`config.mk`:
```
export PLATFORM = sky130hd
export DESIGN_NAME = relu_maxpool_2x2
export DESIGN_NICKNAME = d
export VERILOG_FILES = /design/src/rtl/cnn_pkg.sv /design/src/rtl/pool_line_buf.sv /design/src/rtl/relu_maxpool_2x2.sv
export SDC_FILE = /design/constraint.sdc
export NUM_CORES = 1
export LEC_CHECK = 0
export CAP_MARGIN = 20
export CORE_MARGIN = 4
export CORE_UTILIZATION = 40
export DETAILED_ROUTE_END_ITERATION = 8
export GPL_ROUTABILITY_DRIVEN = 0
export MAX_ROUTING_LAYER = met4
export PLACE_DENSITY = 0.61
export RECOVER_POWER = 100
export SETUP_SLACK_MARGIN = 0.05
export SYNTH_ARGS = -nofsm -noshare
export SYNTH_HDL_FRONTEND = slang
export SYNTH_SLANG_ARGS = --single-unit
export TNS_END_PERCENT = 100
```
`constraint.sdc`:
```
create_clock -name clk -period 7.3 [get_ports clk]
set_clock_uncertainty 0.15 [all_clocks]
set_input_delay 1.46 -clock clk [delete_from_list [all_inputs] [get_ports clk]]
set_output_delay 1.46 -clock clk [all_outputs]
set_load 0.01 [all_outputs]
```
`src/rtl/cnn_pkg.sv`:
```
// Shared types and helpers for the CNN accelerator datapath.
//   DATA_W     : pixel width (signed int8)
//   LANES      : pixels carried per stream beat
//   pix_t      : one signed pixel
//   lane_vec_t : one beat, LANES x pix_t, lane 1 at index 0
//   relu_vec   : per-lane ReLU
//   max_vec    : per-lane signed maximum, no width growth
package cnn_pkg;

  localparam int DATA_W = 8;
  localparam int LANES  = 4;

  typedef logic signed [DATA_W-1:0] pix_t;
  typedef pix_t [LANES-1:0]         lane_vec_t;

  function automatic pix_t relu_pix(input pix_t x);
    return x[DATA_W-1] ? {DATA_W{1'b0}} : x;
  endfunction

  function automatic pix_t max_pix(input pix_t a, input pix_t b);
    return (a > b) ? a : b;
  endfunction

  function automatic lane_vec_t relu_vec(input lane_vec_t v);
    lane_vec_t r;
    for (int i = 0; i < LANES; i++) begin
      r[i] = relu_pix(v[i]);
    end
    return r;
  endfunction

  function automatic lane_vec_t max_vec(input lane_vec_t a, input lane_vec_t b);
    lane_vec_t r;
    for (int i = 0; i < LANES; i++) begin
      r[i] = max_pix(a[i], b[i]);
    end
    return r;
  endfunction

endpackage

```
`src/rtl/pool_line_buf.sv`:
```
// One-row line buffer for the 2x2 pooler: stores the horizontal max of
// each even-row pixel pair until the matching odd row arrives.
//   clk   : clock
//   we    : write enable
//   waddr : write entry (pooled column)
//   wdata : 4-lane partial maximum
//   raddr : read entry, read is combinational
//   rdata : stored partial
// Contents are deliberately not reset; every entry is rewritten on each
// even row before it is read.
module pool_line_buf
  import cnn_pkg::*;
#(
  parameter int DEPTH = 16,
  parameter int AW    = 4
) (
  input  logic            clk,
  input  logic            we,
  input  logic [AW-1:0]   waddr,
  input  lane_vec_t       wdata,
  input  logic [AW-1:0]   raddr,
  output lane_vec_t       rdata
);

  lane_vec_t mem_r [DEPTH];

  // Single write port
  always_ff @(posedge clk) begin
    if (we) begin
      mem_r[waddr] <= wdata;
    end
  end

  assign rdata = mem_r[raddr];

endmodule

```
`src/rtl/relu_maxpool_2x2.sv`:
```
// ReLU followed by 2x2 stride-2 max pooling over a raster IMG_W x IMG_H
// map of 4-lane int8 beats. One pooled beat is emitted per 2x2 window,
// one cycle after the odd-row/odd-column input beat is accepted.
//   clk, rst          : clock, synchronous active-high reset
//   clear_i           : restart frame position (drops a coincident beat)
//   valid_i, data_i_* : input beat, no backpressure
//   valid_o, data_o_* : pooled beat (data holds between pulses)
//   pool_done         : pulses with the last pooled beat of a frame
module relu_maxpool_2x2
  import cnn_pkg::*;
#(
  parameter int IMG_W = 32,
  parameter int IMG_H = 32
) (
  input  logic                     clk,
  input  logic                     rst,
  input  logic                     clear_i,
  input  logic                     valid_i,
  input  logic signed [DATA_W-1:0] data_i_1,
  input  logic signed [DATA_W-1:0] data_i_2,
  input  logic signed [DATA_W-1:0] data_i_3,
  input  logic signed [DATA_W-1:0] data_i_4,
  output logic                     valid_o,
  output logic signed [DATA_W-1:0] data_o_1,
  output logic signed [DATA_W-1:0] data_o_2,
  output logic signed [DATA_W-1:0] data_o_3,
  output logic signed [DATA_W-1:0] data_o_4,
  output logic                     pool_done
);

  if ((IMG_W < 2) || ((IMG_W % 2) != 0)) begin : g_bad_img_w
    $error("relu_maxpool_2x2: IMG_W must be even and >= 2");
  end
  if ((IMG_H < 2) || ((IMG_H % 2) != 0)) begin : g_bad_img_h
    $error("relu_maxpool_2x2: IMG_H must be even and >= 2");
  end

  localparam int CW    = $clog2(IMG_W);
  localparam int RW    = $clog2(IMG_H);
  localparam int DEPTH = IMG_W / 2;
  localparam int AW    = (DEPTH > 1) ? $clog2(DEPTH) : 1;

  localparam logic [CW-1:0] COL_LAST = CW'(IMG_W - 1);
  localparam logic [RW-1:0] ROW_LAST = RW'(IMG_H - 1);

  logic [CW-1:0] col_r;
  logic [RW-1:0] row_r;
  lane_vec_t     hold_r;
  logic          valid_r;
  lane_vec_t     data_r;
  logic          done_r;

  lane_vec_t     in_s;
  lane_vec_t     relu_s;
  lane_vec_t     hmax_s;
  lane_vec_t     omax_s;
  lane_vec_t     lb_rdata_s;
  logic [AW-1:0] lb_addr_s;
  logic          lb_we_s;

  // Input lanes, ReLU and the two-level compare tree
  always_comb begin
    in_s[0]   = data_i_1;
    in_s[1]   = data_i_2;
    in_s[2]   = data_i_3;
    in_s[3]   = data_i_4;
    relu_s    = relu_vec(in_s);
    hmax_s    = max_vec(hold_r, relu_s);
    omax_s    = max_vec(lb_rdata_s, hmax_s);
    lb_addr_s = AW'(col_r >> 1);
    // clear_i drops a coincident beat, so it must not touch the buffer either
    lb_we_s   = valid_i & ~clear_i & col_r[0] & ~row_r[0];
  end

  pool_line_buf #(
    .DEPTH (DEPTH),
    .AW    (AW)
  ) u_line_buf (
    .clk   (clk),
    .we    (lb_we_s),
    .waddr (lb_addr_s),
    .wdata (hmax_s),
    .raddr (lb_addr_s),
    .rdata (lb_rdata_s)
  );

  // Frame position, horizontal hold register and registered outputs
  always_ff @(posedge clk) begin
    if (rst) begin
      col_r   <= {CW{1'b0}};
      row_r   <= {RW{1'b0}};
      hold_r  <= {(LANES*DATA_W){1'b0}};
      valid_r <= 1'b0;
      data_r  <= {(LANES*DATA_W){1'b0}};
      done_r  <= 1'b0;
    end else if (clear_i) begin
      col_r   <= {CW{1'b0}};
      row_r   <= {RW{1'b0}};
      hold_r  <= {(LANES*DATA_W){1'b0}};
      valid_r <= 1'b0;
      done_r  <= 1'b0;
    end else begin
      valid_r <= 1'b0;
      done_r  <= 1'b0;
      if (valid_i) begin
        if (!col_r[0]) begin
          hold_r <= relu_s;
        end else if (row_r[0]) begin
          valid_r <= 1'b1;
          data_r  <= omax_s;
          done_r  <= (row_r == ROW_LAST) && (col_r == COL_LAST);
        end
        if (col_r == COL_LAST) begin
          col_r <= {CW{1'b0}};
          row_r <= (row_r == ROW_LAST) ? {RW{1'b0}} : row_r + 1'b1;
        end else begin
          col_r <= col_r + 1'b1;
        end
      end
    end
  end

  assign valid_o   = valid_r;
  assign data_o_1  = data_r[0];
  assign data_o_2  = data_r[1];
  assign data_o_3  = data_r[2];
  assign data_o_4  = data_r[3];
  assign pool_done = done_r;

endmodule

```
==> flow_summary.toml, run 1 <==
[run_status]
status = "finished, violations left"
violations = "capacitance limit, slew limit"

[cells_and_area]
drive_above_1_share = 0.140
fill_cells = 4631
areaGrowthSynthToFinish_pct = 13.3
multi_input_area_um2 = 6440
nets = 1515
seq_area_um2 = 14900
fin_area_um2 = 24800
insertedDiodeCount = 0

[synthesis]
yosys_most_used_dff = "edfxtp_1"
yosysSeqAreaShare = 0.681
yosys-top-cells-area = "edfxtp_1 61%, mux4_2 12%, dfxtp_1 6.6%, ha_1 3.4%, a22oi_1 1.6%"
ys_seq_elements = 520
synth_area_leader_cell = "edfxtp_1"
yosysWarnings = 0
synth_top_cell_area_share = 0.615
synth_area_um2 = 21900
yosysMostFrequentCell = "edfxtp_1"
synthArstFlopShare = 0
ys_top_cells_by_count = "448 x edfxtp_1, 112 x mux4_2, 78 x nor2_1, 72 x dfxtp_1, 65 x a21oi_1"
synth.distinct_cells = 53
synth_edf_count = 448
postSynthAreaPerCell_um2 = 16.3
synth_cells = 1341

[grt]
grt_max_degree = 60
grt_pass1_vias = 12300
grt_usage = 0.175
grt_remaining_overflow = 0
grt_pass1_wl_mm = 76.9
antenna_found_initial = 0

[place]
hpwlAfterDp_mm = 28.9
io_buffers = 65
pre_cts_ws_ns = 1.29
dpl_cell_area_um2 = 23400

[setup_path]
path_class = "in -> reg"
cp.required_ns = 7.59
critPathLaunchType = "input pin"
setup.worst_path.end_class = "register"
critical_path_peak_fanout = 14
critPathArrivalTime_ns = 6.38

[power_and_ir_drop]
clkPwrFrac = 0.411
power.total_mw = 6.16
powerDensity_nw_per_um2 = 249
p_sw_frac = 0.214
p_leak_nw = 8.33
pwr-share-comb = 0.055
p_switching_mw = 1.32
vdd_drop_max_mv = 0.158
p_int_mw = 4.85
seq_power_share = 0.534

[die]
initial_core_util = 0.405
ios = 70
die_x_um = 242
die-area_um2 = 58500
die_height_um = 242
num_rows = 85
core-area_um2 = 54000

[clock_tree]
cts_buffer_depth = 3
cts.clk_slew.worst_paths_ns = 0.06
clk_latency_ns = 0.56
ctsResizeCount = 0
cts.sinks = 520
cts_tree = "yes"
postCtsSetupBuffers = 0
ctsRootBufferMaster = "clkbuf_16"
postCtsHoldBufs = 0
cts-buffers-inserted = 50
cts_max_level = 2

[timing]
grt_setup_unrepaired = "no"
holdWs_ns = 0.309
finalHoldViolCount = 0
fin_crit_sh = 0.834
tightestPinTransition_ns = 2.56
fmax_ghz = 0.164
finalSetupTns_ns = 0
fin_crit_ns = 6.09
timing.slew.headroom = -0.708
finalSetupViolations = 0
setup_ws_ns = 1.21
slew_viol_final = 455

[detailed_routing]
wire_per_inst_um = 23.4
drt-total-wl_mm = 50.4
vias = 12300
ant_nets = 0
first_pass_iters = 5
drt_iter0_markers = 962
viasPerCell = 5.71
drc = 0

[job]
drv_cap = 22

[min_path]
hold_path_class = "reg -> reg"
-- layout by cell type, fill, tap and decap left out, types with 12 or more instances in the layout --
cell             Yosys  final
nor2_1              78     77
a211oi_1            25     25
a21oi_1             65     65
ha_1                60     60
mux2i_1             17     17
nand3_1             42     42
clkinv_2             0     12
clkbuf_16            0     51
dlygate4sd3_1        0     36
nor3_1              25     25
clkbuf_1            32     27
o21bai_1            15     15
a22oi_1             48     48
nand4_1             21     21
inv_1               43     43
edfxtp_1           448    448
nor2b_1             26     24
or3_1               16     16
clkdlybuf4s50_1      0     29
dfxtp_1             72     70
nand2b_1            22     21
mux4_2             112    112
nand2_1             57     57
-- area by class of cell --
type	count	area share
Multi-Input combinational cell	712	0.260
Clock buffer	61	0.0530
Tap cell	696	0.0351
Inverter	43	0.00651
Timing Repair Buffer	92	0.0324
Clock inverter	32	0.0117
Sequential cell	520	0.601
-- flip-flops by register name, summed over array words and instances (netlist names), named ones only --
signal,count
data_o_3,7
valid_o,1
data_o_1,7
col_r,5
data_o_2,7
data_o_4,7
row_r,5
u_line_buf.mem_r,448
hold_r,28
pool_done,1
-- final timing paths --
| check | cells past startpoint | slack, ns | to | start |
|---|---|---|---|---|
| hold reg to reg | 2 | 0.31 | row_r[4]$_SDFFE_PP0P_ | row_r[4]$_SDFFE_PP0P_ |
| setup reg to reg | 11 | 2.59 | data_o_4[3]$_SDFFE_PP0P_ | register |
| hold / removal | 2 | 0.31 | row_r[4]$_SDFFE_PP0P_ | row_r[4]$_SDFFE_PP0P_ |
| setup / recovery | 15 | 1.21 | data_o_4[3]$_SDFFE_PP0P_ | data_i_4[7] |
-- power by group through the flow --
stage,sequential [mW],clock (mW),combinational (mW)
floorplan,3.35,0,0.239
global placement,3.35,0,0.333
detailed placement,3.35,0,0.346
CTS,3.29,2.60,0.346
global route,3.29,2.72,0.380
finish,3.29,2.54,0.339
-- critical path, cell delays in order --
cell and delay [ns]:
dlygate4sd3_1 0.63, nand2b_1 0.24, ha_1 0.33, a21o_1 0.17
a21oi_1 0.74, nor3_1 0.10, a31oi_1 0.23, nand3_1 0.24
ha_1 0.37, nor2b_1 0.13, o211a_1 0.20, a2111oi_0 0.64
or2_0 0.43, nand4_1 0.19, a211oi_1 0.26
-- stage by stage --
| step | util | std cells |
|---|---|---|
| after CTS | 0.462 | 2156 |
| final | 0.459 | 2156 |
| after global routing | 0.459 | 2156 |
| after floorplan | - | 1344 |
| after global placement | 0.433 | 2063 |
| after detailed placement | 0.433 | 2063 |
-- routing by layer --
| layer | track usage | vias to the layer above | share of wire |
|---|---|---|---|
| met5 | - | - | 0 |
| met4 | 0.0384 | 0 | 0.017 |
| met3 | 0.0300 | 62 | 0.071 |
| met2 | 0.270 | 428 | 0.47 |
| met1 | 0.248 | 6338 | 0.44 |
| li1 | - | 5484 | - |
-- logic make-up (layout without fill, tap and decap cells) --
kind of cell | Yosys count | after routing | synth area share
other cells | 1 | 4 | 0.000171
simple gates | 312 | 312 | 0.0707
fa+ha+maj | 60 | 60 | 0.0343
mux | 130 | 130 | 0.124
buf+inv | 112 | 228 | 0.0248
compound gates | 206 | 206 | 0.0655
flops | 520 | 520 | 0.681
No activity file was read; power rests on OpenSTA's default activity.
==> run 2, diff against run 1 <==
- PLACE_DENSITY: 0.61 -> 0.63
- clock period: 7.3 -> 5 ns (I/O delays scaled with it)
==> flow_summary.toml, run 2 (synthesis results as in run 1) <==
[run_status]
status = "finished, violations left"
violations = "capacitance limit, slew limit"

[timing]
fin_crit_ns = 4.67
finalSetupViolations = 0
finalHoldViolCount = 0
fmax_ghz = 0.214
grt_setup_unrepaired = "no"
finalSetupTns_ns = 0
tightestPinTransition_ns = 2.38
fin_crit_sh = 0.934
slew_viol_final = 183
timing.slew.headroom = -0.585

[setup_path]
cp.required_ns = 5.04
cpMaxStageDelayCell = "nor2_1"
worst_path_largest_cell_delay_ns = 1.38
critPathArrivalTime_ns = 4.71
worstPathCellList = "dlygate4sd3_1, nand2_1, nor3_1, nand3_1, nor2_1, dlymetal6s2s_1"
path_class = "in -> reg"
critPathLaunchType = "input pin"
critical_path_peak_fanout = 15
setup.worst_path.end_class = "register"

[grt]
grt_remaining_overflow = 0
antenna_found_initial = 1
grt_pass1_vias = 12400
grt_pass1_wl_mm = 75.9
grt_max_degree = 48
grt_usage = 0.171

[cells_and_area]
insertedDiodeCount = 0
drive_above_1_share = 0.159
nets = 1556
layout_common_cells = "448 x edfxtp_1, 112 x mux4_2, 74 x nor2_1"
top_register = "u_line_buf.mem_r"
biggestRegsByFlops = "u_line_buf.mem_r x448, hold_r x28"
final_util = 0.465
largest_reg_flops = 448
areaGrowthSynthToFinish_pct = 14.9
final_common_cell = "edfxtp_1"
fill_cells = 4660

[detailed_routing]
dr_wl_met3_mm = 3.05
top_layer_used = "met4"
ant_nets = 0
wire_per_inst_um = 22.3
viasPerCell = 5.60
first_pass_iters = 5
wl_met2_mm = 23.1
drt-met1-wl_mm = 21.8
vias = 12300
drc = 0
drt_iter0_markers = 1066
drt-total-wl_mm = 49.0

[clock_tree]
cts.sinks = 520
cts_max_level = 2
clk_latency_ns = 0.57
cts-buffers-inserted = 49
ctsRootBufferMaster = "clkbuf_16"
postCtsSetupBuffers = 0
postCtsHoldBufs = 0
cts_tree = "yes"
ctsResizeCount = 0
cts.clk_slew.worst_paths_ns = 0.07
cts_buffer_depth = 3

[place]
io_buffers = 65
hpwlAfterDp_mm = 30.0

[die]
core-area_um2 = 54000
ios = 70
die_x_um = 242
die-area_um2 = 58500
num_rows = 85
initial_core_util = 0.405
die_height_um = 242

[power_and_ir_drop]
power.total_mw = 9.05
vdd_drop_max_mv = 0.287
p_leak_nw = 8.54
powerDensity_nw_per_um2 = 360

[job]
drv_cap = 10

[min_path]
hold_path_class = "reg -> reg"
## run 2: worst max-delay path: cells and delay by family
kind                   cells  cell delay (ns)
and+or+nand+nor            4             2.00
buffers and inverters      2             1.68
## run 2: worst paths after layout
| kind | startpoint | slack (ns) | end | cells past startpoint |
|---|---|---|---|---|
| max | valid_i | 0.33 | u_line_buf.mem_r[7][5]$_DFFE_PP_ | 6 |
| min | row_r[4]$_SDFFE_PP0P_ | 0.31 | row_r[4]$_SDFFE_PP0P_ | 2 |
| max reg2reg | register | 1.05 | data_o_1[4]$_SDFFE_PP0P_ | 11 |
| min reg2reg | row_r[4]$_SDFFE_PP0P_ | 0.31 | row_r[4]$_SDFFE_PP0P_ | 2 |
## run 2: metal layers
metal	GRT usage	vias up
li1	-	5576
met1	0.236	6314
met2	0.265	331
met3	0.0318	70
met4	0.0425	0
met5	-	-
## run 2: final cells by class
class,instances,area [um2],area share
repair buffers,134,1110,0.0443
clock inverters,24,269,0.0107
flip-flops and latches,520,14900,0.593
inverters,43,161,0.00642
well taps,696,871,0.0346
multi-input cells,712,6480,0.258
clock buffers,64,1340,0.0533
## run 2: power by group
group,switching (mW),leakage [nW],internal (mW)
logic,0.348,3.13,0.178
clock network,1.57,0.777,2.15
registers,0.00819,4.63,4.79
total,1.93,8.54,7.12
## run 2: metrics by stage
step           area (um2)  std cells  setup slack (ns)  hold slack (ns)
3_5_place_dp        23800       2105            0.0283            0.309
2_1_floorplan       21900       1344             0.451            0.291
5_1_grt             25100       2193             0.121            0.345
4_1_cts             25400       2193             0.620            0.318
6_report            25100       2193             0.330            0.313
3_3_place_gp        23800       2105             0.133            0.300
==> run 3, diff against run 2 <==
- CORE_UTILIZATION: 40 -> 35
- PLACE_DENSITY: 0.63 -> 0.57
==> flow_summary.toml, run 3 (synthesis results as in run 1) <==
[run_status]
status = "finished, violations left"
violations = "capacitance limit, slew limit"

[setup_path]
setup.worst_path.end_class = "register"
path_class = "in -> reg"
critPathArrivalTime_ns = 4.94
critPathLaunchType = "input pin"
cp.required_ns = 5.30
critical_path_peak_fanout = 7
worstSetupStartpoint = "data_i_3[7]"

[detailed_routing]
ant_nets = 0
drc = 0
vias = 12500
first_pass_iters = 5
drt_iter0_markers = 1093
wl_met2_mm = 24.8
top_layer_used = "met4"
dr_wl_met3_mm = 3.29
drt-total-wl_mm = 52.3
viasPerCell = 5.31
drt-met1-wl_mm = 22.9
wire_per_inst_um = 22.2

[job]
drv_cap = 12

[clock_tree]
ctsRootBufferMaster = "clkbuf_16"
cts-buffers-inserted = 50
ctsResizeCount = 0
cts_tree = "yes"
clk_latency_ns = 0.59
postCtsSetupBuffers = 0
postCtsHoldBufs = 0
cts_buffer_depth = 3
cts.clk_slew.worst_paths_ns = 0.06
cts_max_level = 2
cts.sinks = 520

[cells_and_area]
nets = 1569
insertedDiodeCount = 0
biggestRegsByFlops = "u_line_buf.mem_r x448, hold_r x28"
top_register = "u_line_buf.mem_r"
fin_area_um2 = 25400
final_common_cell = "edfxtp_1"
drive_above_1_share = 0.164
multi_input_area_um2 = 6460
largest_reg_flops = 448
fill_cells = 5624
seq_area_um2 = 14900
layout_common_cells = "448 x edfxtp_1, 112 x mux4_2, 74 x nor2_1"
areaGrowthSynthToFinish_pct = 16.2

[grt]
grt_remaining_overflow = 0
grt_max_degree = 47
grt_usage = 0.160
antenna_found_initial = 0
grt_pass1_wl_mm = 79.3
grt_pass1_vias = 12500

[power_and_ir_drop]
powerDensity_nw_per_um2 = 362
vdd_drop_max_mv = 0.226
p_leak_nw = 8.58

[die]
core-area_um2 = 61800
die-area_um2 = 66600
die_x_um = 258
num_rows = 91
initial_core_util = 0.354
ios = 70
die_height_um = 258

[timing]
grt_setup_unrepaired = "no"
fin_crit_ns = 4.64
tightestPinTransition_ns = 2.42
fin_crit_sh = 0.928
fmax_ghz = 0.215
finalHoldViolCount = 0
timing.slew.headroom = -0.615
finalSetupTns_ns = 0
slew_viol_final = 283
finalSetupViolations = 0

[place]
dpl_cell_area_um2 = 24000
hpwlAfterDp_mm = 33.1
io_buffers = 65

[min_path]
hold_path_class = "reg -> reg"
hp-start = "row_r[4]$_SDFFE_PP0P_"
[run 3: cell types whose count changed in the layout (fill, tap and decap cells not counted), sizes merged]
| cell | delta |
|---|---|
| buf | +5 |
| clkbuf | +5 |
| clkinv | +5 |
| clkinvlp | +2 |
| bufinv | +1 |
| dlymetal6s2s | -1 |
| inv | +1 |
[run 3: path summary, 6_finish.rpt]
| path | endpoint | slack [ns] | cells past startpoint |
|---|---|---|---|
| hold reg to reg | row_r[4]$_SDFFE_PP0P_ | 0.31 | 2 |
| hold / removal | row_r[4]$_SDFFE_PP0P_ | 0.31 | 2 |
| setup / recovery | data_o_3[1]$_SDFFE_PP0P_ | 0.36 | 17 |
| setup reg to reg | data_o_3[1]$_SDFFE_PP0P_ | 0.91 | 12 |
[run 3: final cells by class]
class	instances	area share
tap	837	0.0412
clock buffer	61	0.0529
timing repair buffer	146	0.0457
inverter	43	0.00635
multi-input combinational	712	0.254
clock inverter	33	0.0132
sequential	520	0.586
[run 3: power breakdown]
group          switching (mW)  internal, mW  total [mW]  leakage (nW)
logic                   0.359         0.184       0.543          3.13
registers             0.00749          4.79        4.80          4.63
clock network            1.63          2.23        3.86         0.813
total                    2.00          7.21        9.20          8.58
[run 3: critical path: stages]
cell,delay [ns]
clkdlybuf4s50_1,0.52
nor2b_1,0.22
inv_1,0.08
ha_1,0.30
nor2b_1,0.14
o21ai_0,0.14
a21oi_1,0.09
o22ai_1,0.49
mux2i_1,0.31
buf_4,0.19
ha_1,0.24
nor2b_1,0.13
o211ai_1,0.22
a21oi_1,0.14
o22a_1,0.19
nor2_1,0.39
a211oi_1,0.15
[run 3: per-layer routing]
metal  vias to the layer above  global-route usage
met1                      6419               0.215
met5                         -                   -
met3                        84              0.0324
met2                       389               0.251
li1                       5590                   -
met4                         0              0.0436
[run 3: through the flow]
stage               power (mW)   util  hold slack [ns]  worst slack, ns  std cells
floorplan                 5.24      -            0.291            0.451       1344
global placement          5.44  0.389            0.299          -0.0183       2258
detailed placement        5.46  0.389            0.304          -0.0947       2258
CTS                       9.33  0.416            0.312            0.534       2352
global route              9.54  0.411            0.327           0.0366       2352
finish                    9.20  0.411            0.310            0.359       2352
